$ cat src/rtl/io_key_pkg.sv
// Shared constants for the key-input IO peripheral: register select
// encodings, counter width and the IO address bit that decodes this block.
package io_key_pkg;

    localparam int unsigned IO_DATA_W       = 32;
    localparam int unsigned COUNT_W         = 16;
    localparam int unsigned KEY_IO_ADDR_BIT = 5;

    typedef enum logic [1:0] {
        KEY_REG_LEVEL   = 2'd0,
        KEY_REG_PRESS   = 2'd1,
        KEY_REG_RELEASE = 2'd2,
        KEY_REG_COUNT   = 2'd3
    } key_reg_e;

endpackage

$ cat src/rtl/key_debounce.sv
// One key: 2-flop synchroniser, polarity, debounce counter and stable level,
// with combinational rise/fall strobes on the cycle the stable level flips.
module key_debounce
    import io_key_pkg::*;
#(
    parameter int unsigned DEBOUNCE_CYCLES = 3,
    parameter bit          ACTIVE_LOW      = 1'b1
) (
    input  logic clk,
    input  logic reset,
    input  logic key_raw,
    output logic level,
    output logic rise_c,
    output logic fall_c
);

    localparam int unsigned CNT_W = (DEBOUNCE_CYCLES > 1) ? $clog2(DEBOUNCE_CYCLES) : 1;
    localparam logic [CNT_W-1:0] CNT_LAST = CNT_W'(DEBOUNCE_CYCLES - 1);

    logic [1:0]       sync_q;
    logic             pressed;
    logic [CNT_W-1:0] cnt_q;
    logic [CNT_W-1:0] cnt_d;
    logic             level_d;
    logic             accept;

    // Synchroniser resets to the raw idle level so "pressed" starts inactive.
    always_ff @(posedge clk or posedge reset) begin
        if (reset) begin
            sync_q <= {2{ACTIVE_LOW}};
        end else begin
            sync_q <= {sync_q[0], key_raw};
        end
    end

    assign pressed = sync_q[1] ^ ACTIVE_LOW;

    always_comb begin
        cnt_d   = '0;
        level_d = level;
        accept  = 1'b0;
        if (pressed != level) begin
            if (cnt_q == CNT_LAST) begin
                accept  = 1'b1;
                level_d = pressed;
            end else begin
                cnt_d = cnt_q + CNT_W'(1);
            end
        end
    end

    always_ff @(posedge clk or posedge reset) begin
        if (reset) begin
            cnt_q <= '0;
            level <= 1'b0;
        end else begin
            cnt_q <= cnt_d;
            level <= level_d;
        end
    end

    assign rise_c = accept & pressed;
    assign fall_c = accept & ~pressed;

endmodule

$ cat src/rtl/io_key_input.sv
// Memory-mapped key peripheral: debounced levels, sticky W1C press/release
// flags, a wrapping press counter and a level interrupt on any press flag.
module io_key_input
    import io_key_pkg::*;
#(
    parameter int unsigned N_KEYS          = 4,
    parameter int unsigned DEBOUNCE_CYCLES = 3,
    parameter bit          ACTIVE_LOW      = 1'b1
) (
    input  logic                 clk,
    input  logic                 reset,
    input  logic [N_KEYS-1:0]    key_raw,
    input  logic [1:0]           sel,
    input  logic                 we,
    input  logic [IO_DATA_W-1:0] wdata,
    output logic [IO_DATA_W-1:0] rdata,
    output logic                 irq
);

    logic [N_KEYS-1:0]    level;
    logic [N_KEYS-1:0]    rise_c;
    logic [N_KEYS-1:0]    fall_c;
    logic [N_KEYS-1:0]    press_q;
    logic [N_KEYS-1:0]    release_q;
    logic [COUNT_W-1:0]   press_count;
    logic [N_KEYS-1:0]    press_d;
    logic [N_KEYS-1:0]    release_d;
    logic [COUNT_W-1:0]   count_d;
    logic [N_KEYS-1:0]    press_clr;
    logic [N_KEYS-1:0]    release_clr;
    logic                 count_wr;
    logic [COUNT_W-1:0]   rise_pop;
    logic [IO_DATA_W-1:0] wdata_unused;

    // Only the low N_KEYS write bits carry meaning.
    assign wdata_unused = wdata;

    for (genvar i = 0; i < int'(N_KEYS); i++) begin : g_key
        key_debounce #(
            .DEBOUNCE_CYCLES (DEBOUNCE_CYCLES),
            .ACTIVE_LOW      (ACTIVE_LOW)
        ) u_key (
            .clk     (clk),
            .reset   (reset),
            .key_raw (key_raw[i]),
            .level   (level[i]),
            .rise_c  (rise_c[i]),
            .fall_c  (fall_c[i])
        );
    end

    always_comb begin
        press_clr   = '0;
        release_clr = '0;
        count_wr    = 1'b0;
        if (we) begin
            case (key_reg_e'(sel))
                KEY_REG_PRESS:   press_clr   = wdata[N_KEYS-1:0];
                KEY_REG_RELEASE: release_clr = wdata[N_KEYS-1:0];
                KEY_REG_COUNT:   count_wr    = 1'b1;
                default:         ;
            endcase
        end
    end

    always_comb begin
        rise_pop = '0;
        for (int i = 0; i < int'(N_KEYS); i++) begin
            rise_pop = rise_pop + COUNT_W'(rise_c[i]);
        end
    end

    // New events are OR-ed in after the clear, so a same-cycle set wins.
    always_comb begin
        press_d   = (press_q & ~press_clr) | rise_c;
        release_d = (release_q & ~release_clr) | fall_c;
        count_d   = count_wr ? rise_pop : press_count + rise_pop;
    end

    always_ff @(posedge clk or posedge reset) begin
        if (reset) begin
            press_q     <= '0;
            release_q   <= '0;
            press_count <= '0;
            irq         <= 1'b0;
        end else begin
            press_q     <= press_d;
            release_q   <= release_d;
            press_count <= count_d;
            irq         <= |press_q;
        end
    end

    always_comb begin
        rdata = '0;
        case (key_reg_e'(sel))
            KEY_REG_LEVEL:   rdata = IO_DATA_W'(level);
            KEY_REG_PRESS:   rdata = IO_DATA_W'(press_q);
            KEY_REG_RELEASE: rdata = IO_DATA_W'(release_q);
            KEY_REG_COUNT:   rdata = IO_DATA_W'(press_count);
            default:         rdata = '0;
        endcase
    end

endmodule

$ cat config.mk
export PLATFORM = sky130hd
export DESIGN_NAME = io_key_input
export DESIGN_NICKNAME = d
export VERILOG_FILES = /design/src/rtl/io_key_pkg.sv /design/src/rtl/key_debounce.sv /design/src/rtl/io_key_input.sv
export SDC_FILE = /design/constraint.sdc
export NUM_CORES = 1
export LEC_CHECK = 0
export ABC_AREA = 1
export CORE_ASPECT_RATIO = 1.4
export CORE_MARGIN = 2
export CORE_UTILIZATION = 46
export CTS_CLUSTER_SIZE = 28
export DETAILED_ROUTE_END_ITERATION = 8
export PLACE_DENSITY = 0.79
export SKIP_LAST_GASP = 1
export SYNTH_ARGS = -nofsm -noshare
export SYNTH_HDL_FRONTEND = slang
export SYNTH_SLANG_ARGS = --single-unit
export TNS_END_PERCENT = 30
$ cat constraint.sdc
create_clock -name clk -period 3.35 [get_ports clk]
set_input_delay 0.8375 -clock clk [delete_from_list [all_inputs] [get_ports clk]]
set_output_delay 0.8375 -clock clk [all_outputs]
set_load 0.05 [all_outputs]
; Yosys cells after proc, flatten, opt, wreduce, memory -nomap -nowiden
; Cells that the tools add are included.
[word_totals]
output_inout_bits = 33
word_cells = 83
ff_bits = 45
[op_classes]
addsub = 8
mux = 24
bitwise = 18
reduce_logical = 6
n_eq_ne = 11
[op_table]
columns = operator, count
row1 = $pmux W32 S4, 1
row2 = $add A16 B4 Y16, 1
row3 = $mux W16, 1
row4 = $mux W2, 8
row5 = $mux W4, 4
row6 = $eq A2 B2 Y1 const B, 6
row7 = $mux W1, 10
row8 = $add A2 B1 Y2 const B, 4
row9 = $and A1 B1 Y1, 8
row10 = $and A4 B4 Y4, 2
row11 = $not A4 Y4, 2
row12 = $or A4 B4 Y4, 2
row13 = $reduce_and A2 Y1, 4
row14 = $add A3 B1 Y4, 1
row15 = $ne A1 B1 Y1, 4
row16 = $not A1 Y1, 4
row17 = $reduce_or A4 Y1, 1
row18 = $add A2 B1 Y3, 1
row19 = $add A1 B1 Y2, 1
row20 = $eq A2 B1 Y1 const B, 1
row21 = $logic_not A2 Y1, 1

; Logic depth before layout (Yosys ltp)
; Gate-level depths: netlist (run 1).
[logic_depth]
word_depth = 9
ltp_mapped = 17
depth_no_buf = 17

; Hierarchy
; A second synthesis (run 1) with hierarchy kept.
[unflattened]
cells_unflattened = 329
hier_area_um2 = 2492.4
[by_module_without_submodules]
columns = mod, area_each_um2, n_inst, cells_each
row1 = io_key_input, 1706.6, 1, 241
row2 = key_debounce, 196.4, 4, 22

; Worst setup path after synthesis (run 1)
; No wires, ideal clock.
[synth_path]
kind = reg2reg
start = reg g_key[0].u_key.cnt_q[0]
end = reg press_count[12]
setup_ns = 0.119
t_required_ns = 3.231
slack_ns = 0.525
t_arrival_ns = 2.706
period_less_slack_ns = 2.825
stages_incl_launch_ff = 17
cell_sequence = dfrtp_1 inv_1 nand2_1 nor3_1 fa_1 ha_1 ha_1 inv_1 fa_1 inv_1 nand2_2 nand2_2 nand2_2 nor2_4 nand3_1 nand2_1 nor2_1
[synth_between]
elab_chain_cells = 9
[synth_lines]
columns = item, line_no
row1 = "start, declared", key_debounce.sv:22  ; logic [CNT_W-1:0] cnt_q;
row2 = "start signal, assigned", key_debounce.sv:57  ; cnt_q <= cnt_d;
row3 = $eq A2 B2 Y1, key_debounce.sv:43  ; if (cnt_q == CNT_LAST) begin
row4 = $mux W1, key_debounce.sv:43
row5 = $mux W1, key_debounce.sv:42  ; if (pressed != level) begin
row6 = $and A1 B1 Y1, key_debounce.sv:62  ; assign rise_c = accept & pressed;
row7 = $add A1 B1 Y2, io_key_input.sv:69  ; rise_pop = rise_pop + COUNT_W'(rise_c[i]);
row8 = $add A2 B1 Y3, io_key_input.sv:69
row9 = $add A3 B1 Y4, io_key_input.sv:69
row10 = $add A16 B4 Y16, io_key_input.sv:77  ; count_d = count_wr ? rise_pop : press_count + rise_pop;
row11 = $mux W16, io_key_input.sv:77
row12 = named net count_d[12], io_key_input.sv:28  ; logic [COUNT_W-1:0] count_d;
row13 = "end signal, assigned", io_key_input.sv:89  ; press_count <= count_d;
row14 = "end, declared", io_key_input.sv:25  ; logic [COUNT_W-1:0] press_count;
; The timed path passes the listed nets, and every way through them passes these cells.
; A chain may end at the register's enable or synchronous reset.

; Final worst setup path (run 1)
[layout_path]
start = reg g_key[3].u_key.cnt_q[0]
end = reg press_count[12]
[layout_between]
elab_chain_cells = 7
[layout_lines]
columns = item, line_no
row1 = "start, declared", key_debounce.sv:22
row2 = "start signal, assigned", key_debounce.sv:57
row3 = $eq A2 B2 Y1, key_debounce.sv:43
row4 = $mux W1, key_debounce.sv:43
row5 = $mux W1, key_debounce.sv:42
row6 = $and A1 B1 Y1, key_debounce.sv:62
row7 = $add A3 B1 Y4, io_key_input.sv:69
row8 = $add A16 B4 Y16, io_key_input.sv:77
row9 = $mux W16, io_key_input.sv:77
row10 = named net count_d[12], io_key_input.sv:28
; The timed path passes the listed nets, and every way through them passes these cells.

==> run summary, run 1 <==
===============================================================================================
Share of final-layout standard cells stronger than drive strength 1                      15.22%
RD Place Congestion                                                                      0.8643
Power Density                                                                      565.3 nW/um^2
First-pass GRT wire length                                                             7.783 mm
DRC                                                                                           0
Die X                                                                                  64.44 um
DR vias/cell                                                                              4.837
Start-to-end type of the worst setup path                                               reg2reg
TritonCTS clock tree                                                                      built
Dominant register cell in the synthesized netlist                                  sky130_fd_sc_hd__dfrtp_1
Leading cell types by total area after synthesis                                   sky130_fd_sc_hd__dfrtp_1, sky130_fd_sc_hd__nand2_1, sky130_fd_sc_hd__dfstp_2
Worst relative slew slack                                                                52.80%
Highest achievable clock rate                                                         325.0 MHz
RSZ-0062 raised after global routing                                                         no
Slew Limit Fails                                                                              0
Startpoint type of the worst setup path                                                    flop
Post-synth EDFFs                                                                              0
Routed Wire Length                                                                     4.421 mm
Setup total negative slack                                                                 0 ns
Final count of hold timing violations                                                         0
NumNets Final                                                                               369
Critical Path AT                                                                        3.28 ns
Design Power                                                                            1661 uW
Number of levels in the clock H-tree                                                          2
DRT Pass-1 Iters                                                                              5
Count of warnings emitted by yosys                                                            0
Count of max-cap constraint violations                                                        0
Worst Tran Pin Value                                                                  0.7036 ns
Area fraction of the dominant cell type after synthesis                                  39.36%
Fill cell count                                                                             442
Result of the run                                                                  finished, final reports clean
Min Clock Period, post-route                                                           3.077 ns
Number of buffers added on ports                                                             29
Number of global-route vias before repair                                                  1817
Fraction of the yosys area taken by sequential cells                                     48.30%
Distinct cell type count after synthesis                                                     27
Via count                                                                                  1867
Number of antenna violations at the first check in global routing                             0
Min-Delay Path Class                                                                    reg2reg
Top fanout value on the critical path                                                         5
Leakage                                                                             0.001396 uW
Number of violations reported at the end of detailed-routing iteration 0                     88
Core ar.                                                                             4880 sq um
Mean routed wirelength per cell                                                        11.45 um
Post-synthesis async set-or-reset flop share                                             100.0%
Crit. End Element                                                                          flop
Finish-stage setup viols                                                                      0
Netlist area before placement                                                        2352 sq um
Top-level I/O count                                                                          74
Syn avg cell area                                                                   8.254 sq um
Library cell occupying the most area in the post-synthesis netlist                 sky130_fd_sc_hd__dfrtp_1
Clock Tree Buf Depth                                                                          2
Peak ir drop on the vdd network                                                       0.3751 mV
Die boundary height                                                                    88.61 um
Setup skew after layout                                                              0.01055 ns
Number of synthesized register bits                                                          45
Starting density of the core                                                             48.21%
Top-count cell post-synth                                                          sky130_fd_sc_hd__nand2_1
Gate Count Post-Synth                                                                       285
Global route total overflow                                                                   0
Area growth from synthesis to layout                                                     24.95%
Sinks on the clock net                                                                       45
Die Footprint                                                                        5710 sq um
Clock input transition at the sequential cells of the worst setup and hold paths        0.09 ns
Pin count of the biggest net entering global routing                                         22
Clk root buf                                                                       sky130_fd_sc_hd__clkbuf_8
Cts bufs inserted                                                                             5
Dpl hpwl                                                                               3.472 mm
Fraction of the cycle the final worst path needs                                         91.85%
Number of diodes added for antenna fixing                                                     0
List of most frequent post-synthesis cells                                         sky130_fd_sc_hd__nand2_1, sky130_fd_sc_hd__inv_1, sky130_fd_sc_hd__dfrtp_1
Register-to-register setup slack                                                        0.27 ns
Standard-cell row count                                                                      30
Total global routing track utilization                                                   17.37%
Antenna violation net count after detailed routing                                            0
Endpoint required time on the critical path                                             3.55 ns
Insertion delay of the later-clocked pin in the worst-skew pair                         0.30 ns
===============================================================================================
[path summary, 6_finish.rpt]
| path | cells after the start | startpoint | endpoint |
|---|---|---|---|
| min in group asynchronous | 2 | reset | release_q[0] |
| worst max-delay path | 16 | g_key[3].u_key.cnt_q[0] | press_count[12] |
| max in group asynchronous | 3 | reset | g_key[2].u_key.sync_q[0] |
| worst min-delay path | 0 | g_key[2].u_key.sync_q[0] | g_key[2].u_key.sync_q[1] |
| worst max register to register | 16 | g_key[3].u_key.cnt_q[0] | press_count[12] |
| worst min register to register | 0 | g_key[2].u_key.sync_q[0] | g_key[2].u_key.sync_q[1] |
[stage by stage]
stage,instance area (sq um),utilization (%),worst slack [ns],hold WS [ns],instances
after floorplan,2409,-,0.5249,0.3452,300
after global placement,2830,58.00,0.2394,0.3466,378
after detailed placement,2830,58.00,0.1734,0.3479,378
after CTS,2924,59.92,0.1610,0.3601,386
after global routing,2939,60.23,0.04202,0.3620,386
final,2939,60.23,0.2731,0.3599,386
[cell type report]
| class | instances | area (sq um) | share of cell area (%) |
|---|---|---|---|
| well taps | 64 | 80.08 | 2.725 |
| clock buffers | 5 | 68.82 | 2.341 |
| multi-input cells | 198 | 1010 | 34.36 |
| clock inverters | 3 | 25.02 | 0.8514 |
| inverters | 39 | 146.4 | 4.981 |
| flip-flops and latches | 45 | 1136 | 38.65 |
| repair buffers | 32 | 473.0 | 16.09 |
[metal layers]
metal  share of wire, %  wire (um)  GRT usage, %  vias up
met4               0.90         40         4.255        0
met3                3.6        157         3.690        4
met5                  0          0             0        -
met2                 54       2391         32.95       41
met1                 41       1831         19.88      886
li1                   -          -             -      936
[sequential cells by signal, indices dropped and copies added, names as in the netlist]
signal              cells
press_count            16
g_key.u_key.sync_q      8
press_q                 4
release_q               4
g_key.u_key.level       4
g_key.u_key.cnt_q       8
irq                     1
[power by group]
part / leakage [uW] / internal [uW] / switching [uW]
Sequential: 0.000568 / 681 / 98.8
Clock: 0.0000447 / 151 / 199
Combinational: 0.000783 / 210 / 323
Total: 0.00140 / 1040 / 621
[cells by family after synthesis]
family / after synthesis / synth area share (%)
flops: 45 / 48.30
buf+inv: 57 / 11.81
simple gates: 136 / 25.16
xor+xnor: 5 / 1.862
compound gates: 34 / 8.352
fa+ha+maj: 7 / 4.362
other cells: 1 / 0.1594
[what timing repair did]
action,in CTS,in global routing
hold buffers,0,0
buffers inserted,0,0
resized for setup,0,3
endpoints found under the setup margin,0,3
[cells in the final DEF (no fill, tap or decap), drive strengths merged]
cell type | synthesis | layout
o21ai | 16 | 16
fa | 2 | 2
o21bai | 1 | 1
ha | 5 | 5
o2111ai | 3 | 3
o21a | 3 | 3
dfrtp | 37 | 37
nand3 | 10 | 10
clkdlybuf4s50 | 0 | 13
inv | 39 | 39
conb | 1 | 16
or4 | 1 | 1
nor3 | 13 | 13
clkinvlp | 0 | 1
a21oi | 10 | 10
nor2 | 34 | 34
clkinv | 0 | 2
a31oi | 1 | 1
buf | 17 | 19
dfstp | 8 | 8
xor2 | 5 | 5
clkbuf | 1 | 5
nand2 | 75 | 75
nand4 | 3 | 3
[worst max-delay path, cell delays in order, from the launching register on]
cell                      delay [ns]
sky130_fd_sc_hd__dfrtp_1        0.39
sky130_fd_sc_hd__inv_1          0.07
sky130_fd_sc_hd__nand2_1        0.11
sky130_fd_sc_hd__nor3_2         0.20
sky130_fd_sc_hd__fa_1           0.47
sky130_fd_sc_hd__ha_1           0.22
sky130_fd_sc_hd__ha_1           0.33
sky130_fd_sc_hd__inv_1          0.07
sky130_fd_sc_hd__fa_1           0.43
sky130_fd_sc_hd__inv_1          0.11
sky130_fd_sc_hd__nand2_2        0.05
sky130_fd_sc_hd__nand2_2        0.07
sky130_fd_sc_hd__nand2_2        0.08
sky130_fd_sc_hd__nor2_4         0.16
sky130_fd_sc_hd__nand3_1        0.09
sky130_fd_sc_hd__nand2_1        0.06
sky130_fd_sc_hd__nor2_1         0.04
(Power assumes the default switching activity.)
==> run 2, diff against run 1 <==
- CELL_PAD_IN_SITES_DETAIL_PLACEMENT: not set -> 0
- CELL_PAD_IN_SITES_GLOBAL_PLACEMENT: not set -> 1
- CORE_UTILIZATION: 46 -> 33
- GPL_TIMING_DRIVEN: not set -> 0
- PLACE_DENSITY: 0.79 -> not set
- PLACE_DENSITY_LB_ADDON: not set -> 0.1
==> run 2 against run 1 <==
- the flow now finishes with violations (negative setup slack)
- clock-buffer cell count increased by 2
- critical path depth shrank 11
- sequential share of layout area shrank 0.29 points
- clock power rose by 21%
- worst setup slack worse by 0.42 ns
- global-route usage fell by 2.9 points
- cell area rose by 0.77%
- maximum frequency down 12%
==> run summary, run 2 (same netlist as run 1, synthesis figures left out) <==
===============================================================================================
Setup skew after layout                                                             0.006233 ns   was 0.01055 ns
Area growth from synthesis to layout                                                     25.90%   was 24.95%
Power Density                                                                      571.0 nW/um^2   was 565.3 nW/um^2
Min Clock Period, post-route                                                           3.492 ns   was 3.077 ns
RSZ-0062 raised after global routing                                                        yes   was no
Number of antenna violations at the first check in global routing                             0   unchanged
NumNets Final                                                                               385   was 369
Global route total overflow                                                                   0   unchanged
Most frequent cells in the layout                                                  sky130_fd_sc_hd__nand2_1, sky130_fd_sc_hd__inv_1, sky130_fd_sc_hd__dfrtp_1, sky130_fd_sc_hd__nor2_1, sky130_fd_sc_hd__clkdlybuf4s50_1   was sky130_fd_sc_hd__nand2_1, sky130_fd_sc_hd__inv_1, sky130_fd_sc_hd__dfrtp_1, sky130_fd_sc_hd__nor2_1
Die X                                                                                  75.36 um   was 64.44 um
Register containing the most flip-flops in the final layout                         press_count   unchanged
Number of violations reported at the end of detailed-routing iteration 0                     56   was 88
RD Place Congestion                                                                      0.7790   was 0.8643
Post-DP Area                                                                         2838 sq um   was 2830 sq um
Cell breakdown of the critical path                                                clkdlybuf4s50_1, nand2_2, clkbuf_2, nor2_1, clkdlybuf4s50_1   was inv_1, nand2_1, nor3_2, fa_1, ha_1, ha_1, inv_1, fa_1, inv_1, nand2_2, nand2_2, nand2_2, nor2_4, nand3_1, nand2_1, nor2_1
Insertion delay of the later-clocked pin in the worst-skew pair                         0.29 ns   was 0.30 ns
Setup slack after layout                                                             -0.1422 ns   was 0.2731 ns
Highest achievable clock rate                                                         286.3 MHz   was 325.0 MHz
DRT Pass-1 Iters                                                                              4   was 5
Number of buffers added on ports                                                             29   unchanged
Worst relative slew slack                                                                65.55%   was 52.80%
DR vias/cell                                                                              4.312   was 4.837
Slowest cell on the critical path                                                  sky130_fd_sc_hd__clkdlybuf4s50_1   was sky130_fd_sc_hd__fa_1
Antenna violation net count after detailed routing                                            0   unchanged
Startpoint type of the worst setup path                                            primary input   was flop
Fraction of the cycle the final worst path needs                                         104.2%   was 91.85%
Starting density of the core                                                             33.91%   was 48.21%
DRC                                                                                           0   unchanged
Crit. End Element                                                                  primary output   was flop
Finish-stage setup viols                                                                      7   was 0
Mean routed wirelength per cell                                                        11.76 um   was 11.45 um
Slew Limit Fails                                                                              0   unchanged
Cts bufs inserted                                                                             5   unchanged
Endpoint required time on the critical path                                             2.51 ns   was 3.55 ns
Pin count of the biggest net entering global routing                                         31   was 22
CP delay by family, top                                                            buffers and inverters   was adder cells
Post-layout utilization of the core                                                      42.69%   was 60.23%
Die Footprint                                                                        7829 sq um   was 5710 sq um
Min-Delay Path Class                                                                    reg2reg   unchanged
Commonest non-fill, non-tap cell in the layout                                     sky130_fd_sc_hd__nand2_1   unchanged
Result of the run                                                                  complete, but fails checks   was finished, final reports clean
Leakage                                                                             0.001495 uW   was 0.001396 uW
Biggest regs                                                                       press_count x16, g_key.u_key.cnt_q x8, g_key.u_key.sync_q x8   unchanged
Biggest cell delay along the critical path                                              0.80 ns   was 0.47 ns
Number of levels in the clock H-tree                                                          2   unchanged
Start-to-end type of the worst setup path                                                in2out   was reg2reg
Final count of hold timing violations                                                         0   unchanged
Core ar.                                                                             6937 sq um   was 4880 sq um
Clock Tree Buf Depth                                                                          2   unchanged
Violated checks                                                                    negative setup slack
Number of hold buffers added after CTS                                                        0   unchanged
Sinks on the clock net                                                                       45   unchanged
Post-route cell area                                                                 2962 sq um   was 2939 sq um
Peak ir drop on the vdd network                                                       0.2859 mV   was 0.3751 mV
Die boundary height                                                                    103.9 um   was 88.61 um
Share of final-layout standard cells stronger than drive strength 1                      13.61%   was 15.22%
Design Power                                                                            1691 uW   was 1661 uW
Clk root buf                                                                       sky130_fd_sc_hd__clkbuf_8   unchanged
Count of max-cap constraint violations                                                        0   unchanged
TritonCTS clock tree                                                                      built   unchanged
First-pass GRT wire length                                                             8.659 mm   was 7.783 mm
Worst Tran Pin Value                                                                  0.5159 ns   was 0.7036 ns
Clock input transition at the sequential cells of the worst setup and hold paths        0.08 ns   was 0.09 ns
Inst Count DP                                                                               425   was 378
Routed Wire Length                                                                     5.091 mm   was 4.421 mm
Dpl hpwl                                                                               3.951 mm   was 3.472 mm
Total global routing track utilization                                                   14.52%   was 17.37%
Number of diodes added for antenna fixing                                                     0   unchanged
Final instance count without filler cells                                                   433   was 386
Top fanout value on the critical path                                                        10   was 5
Number of global-route vias before repair                                                  1825   was 1817
CP Buf/Inv Count                                                                              3   unchanged
Largest register FFs                                                                         16   unchanged
Most common cell on crit path                                                      sky130_fd_sc_hd__clkdlybuf4s50_1
Standard-cell row count                                                                      36   was 30
Worst setup slack before clock tree synthesis                                        -0.4157 ns   was 0.1734 ns
Critical Path AT                                                                        2.65 ns   was 3.28 ns
Top-level I/O count                                                                          74   unchanged
Via count                                                                                  1867   unchanged
===============================================================================================
run 2: changes by cell type in the layout (fill, tap and decap cells not counted), moves of 3 or more:
cell and change:
sky130_fd_sc_hd__buf_12 -15, sky130_fd_sc_hd__buf_4 +14, sky130_fd_sc_hd__clkdlybuf4s50_1 +8, sky130_fd_sc_hd__dlymetal6s2s_1 +4
sky130_fd_sc_hd__dlygate4sd2_1 +3, sky130_fd_sc_hd__nor3_1 +3, sky130_fd_sc_hd__nor3_2 -3
run 2: layout make-up:
class | count | area (sq um)
Buffer | 18 | 132.6
Clock buffer | 7 | 86.33
Clock inverter | 1 | 30.03
Fill cell | 761 | 3975
Inverter | 39 | 146.4
Multi-Input combinational cell | 198 | 994.7
Sequential cell | 45 | 1136
Tap cell | 95 | 118.9
Timing Repair Buffer | 30 | 316.6
run 2: path summary, 6_finish.rpt:
kind | from | end | slack [ns] | cells past startpoint
setup reg to reg | g_key[1].u_key.cnt_q[0] | press_count[12] | 0.18 | 16
min in group asynchronous | reset | press_count[4] | 0.83 | 2
hold reg to reg | g_key[2].u_key.sync_q[0] | g_key[2].u_key.sync_q[1] | 0.36 | 0
hold / removal | g_key[2].u_key.sync_q[0] | g_key[2].u_key.sync_q[1] | 0.36 | 0
setup / recovery | sel[1] | rdata[11] | -0.14 | 5
max in group asynchronous | reset | g_key[2].u_key.sync_q[0] | 1.96 | 3
run 2: timing repair:
item | in CTS | in global routing
gates resized for setup | 6 | 4
setup endpoints to repair | 14 | 14
setup buffers | 0 | 0
run 2: per-stage QoR:
| step | setup TNS (ns) | hold WS (ns) |
|---|---|---|
| floorplan | 0 | 0.3452 |
| global placement | -3.785 | 0.3457 |
| detailed placement | -3.754 | 0.3472 |
| CTS | -2.041 | 0.3595 |
| global route | -1.941 | 0.3620 |
| finish | -0.9307 | 0.3575 |
run 2: layer usage:
metal	part of all wire (%)	global-route usage, %	up-vias
met2	51	23.66	48
met5	0	0	-
li1	-	-	969
met3	3.6	2.810	14
met4	3.3	6.767	0
met1	42	17.93	836
run 2: where the power goes:
part           internal (uW)  total [uW]  switching, uW
sequential               681         781           99.8
clock                    243         424            181
combinational            178         486            308
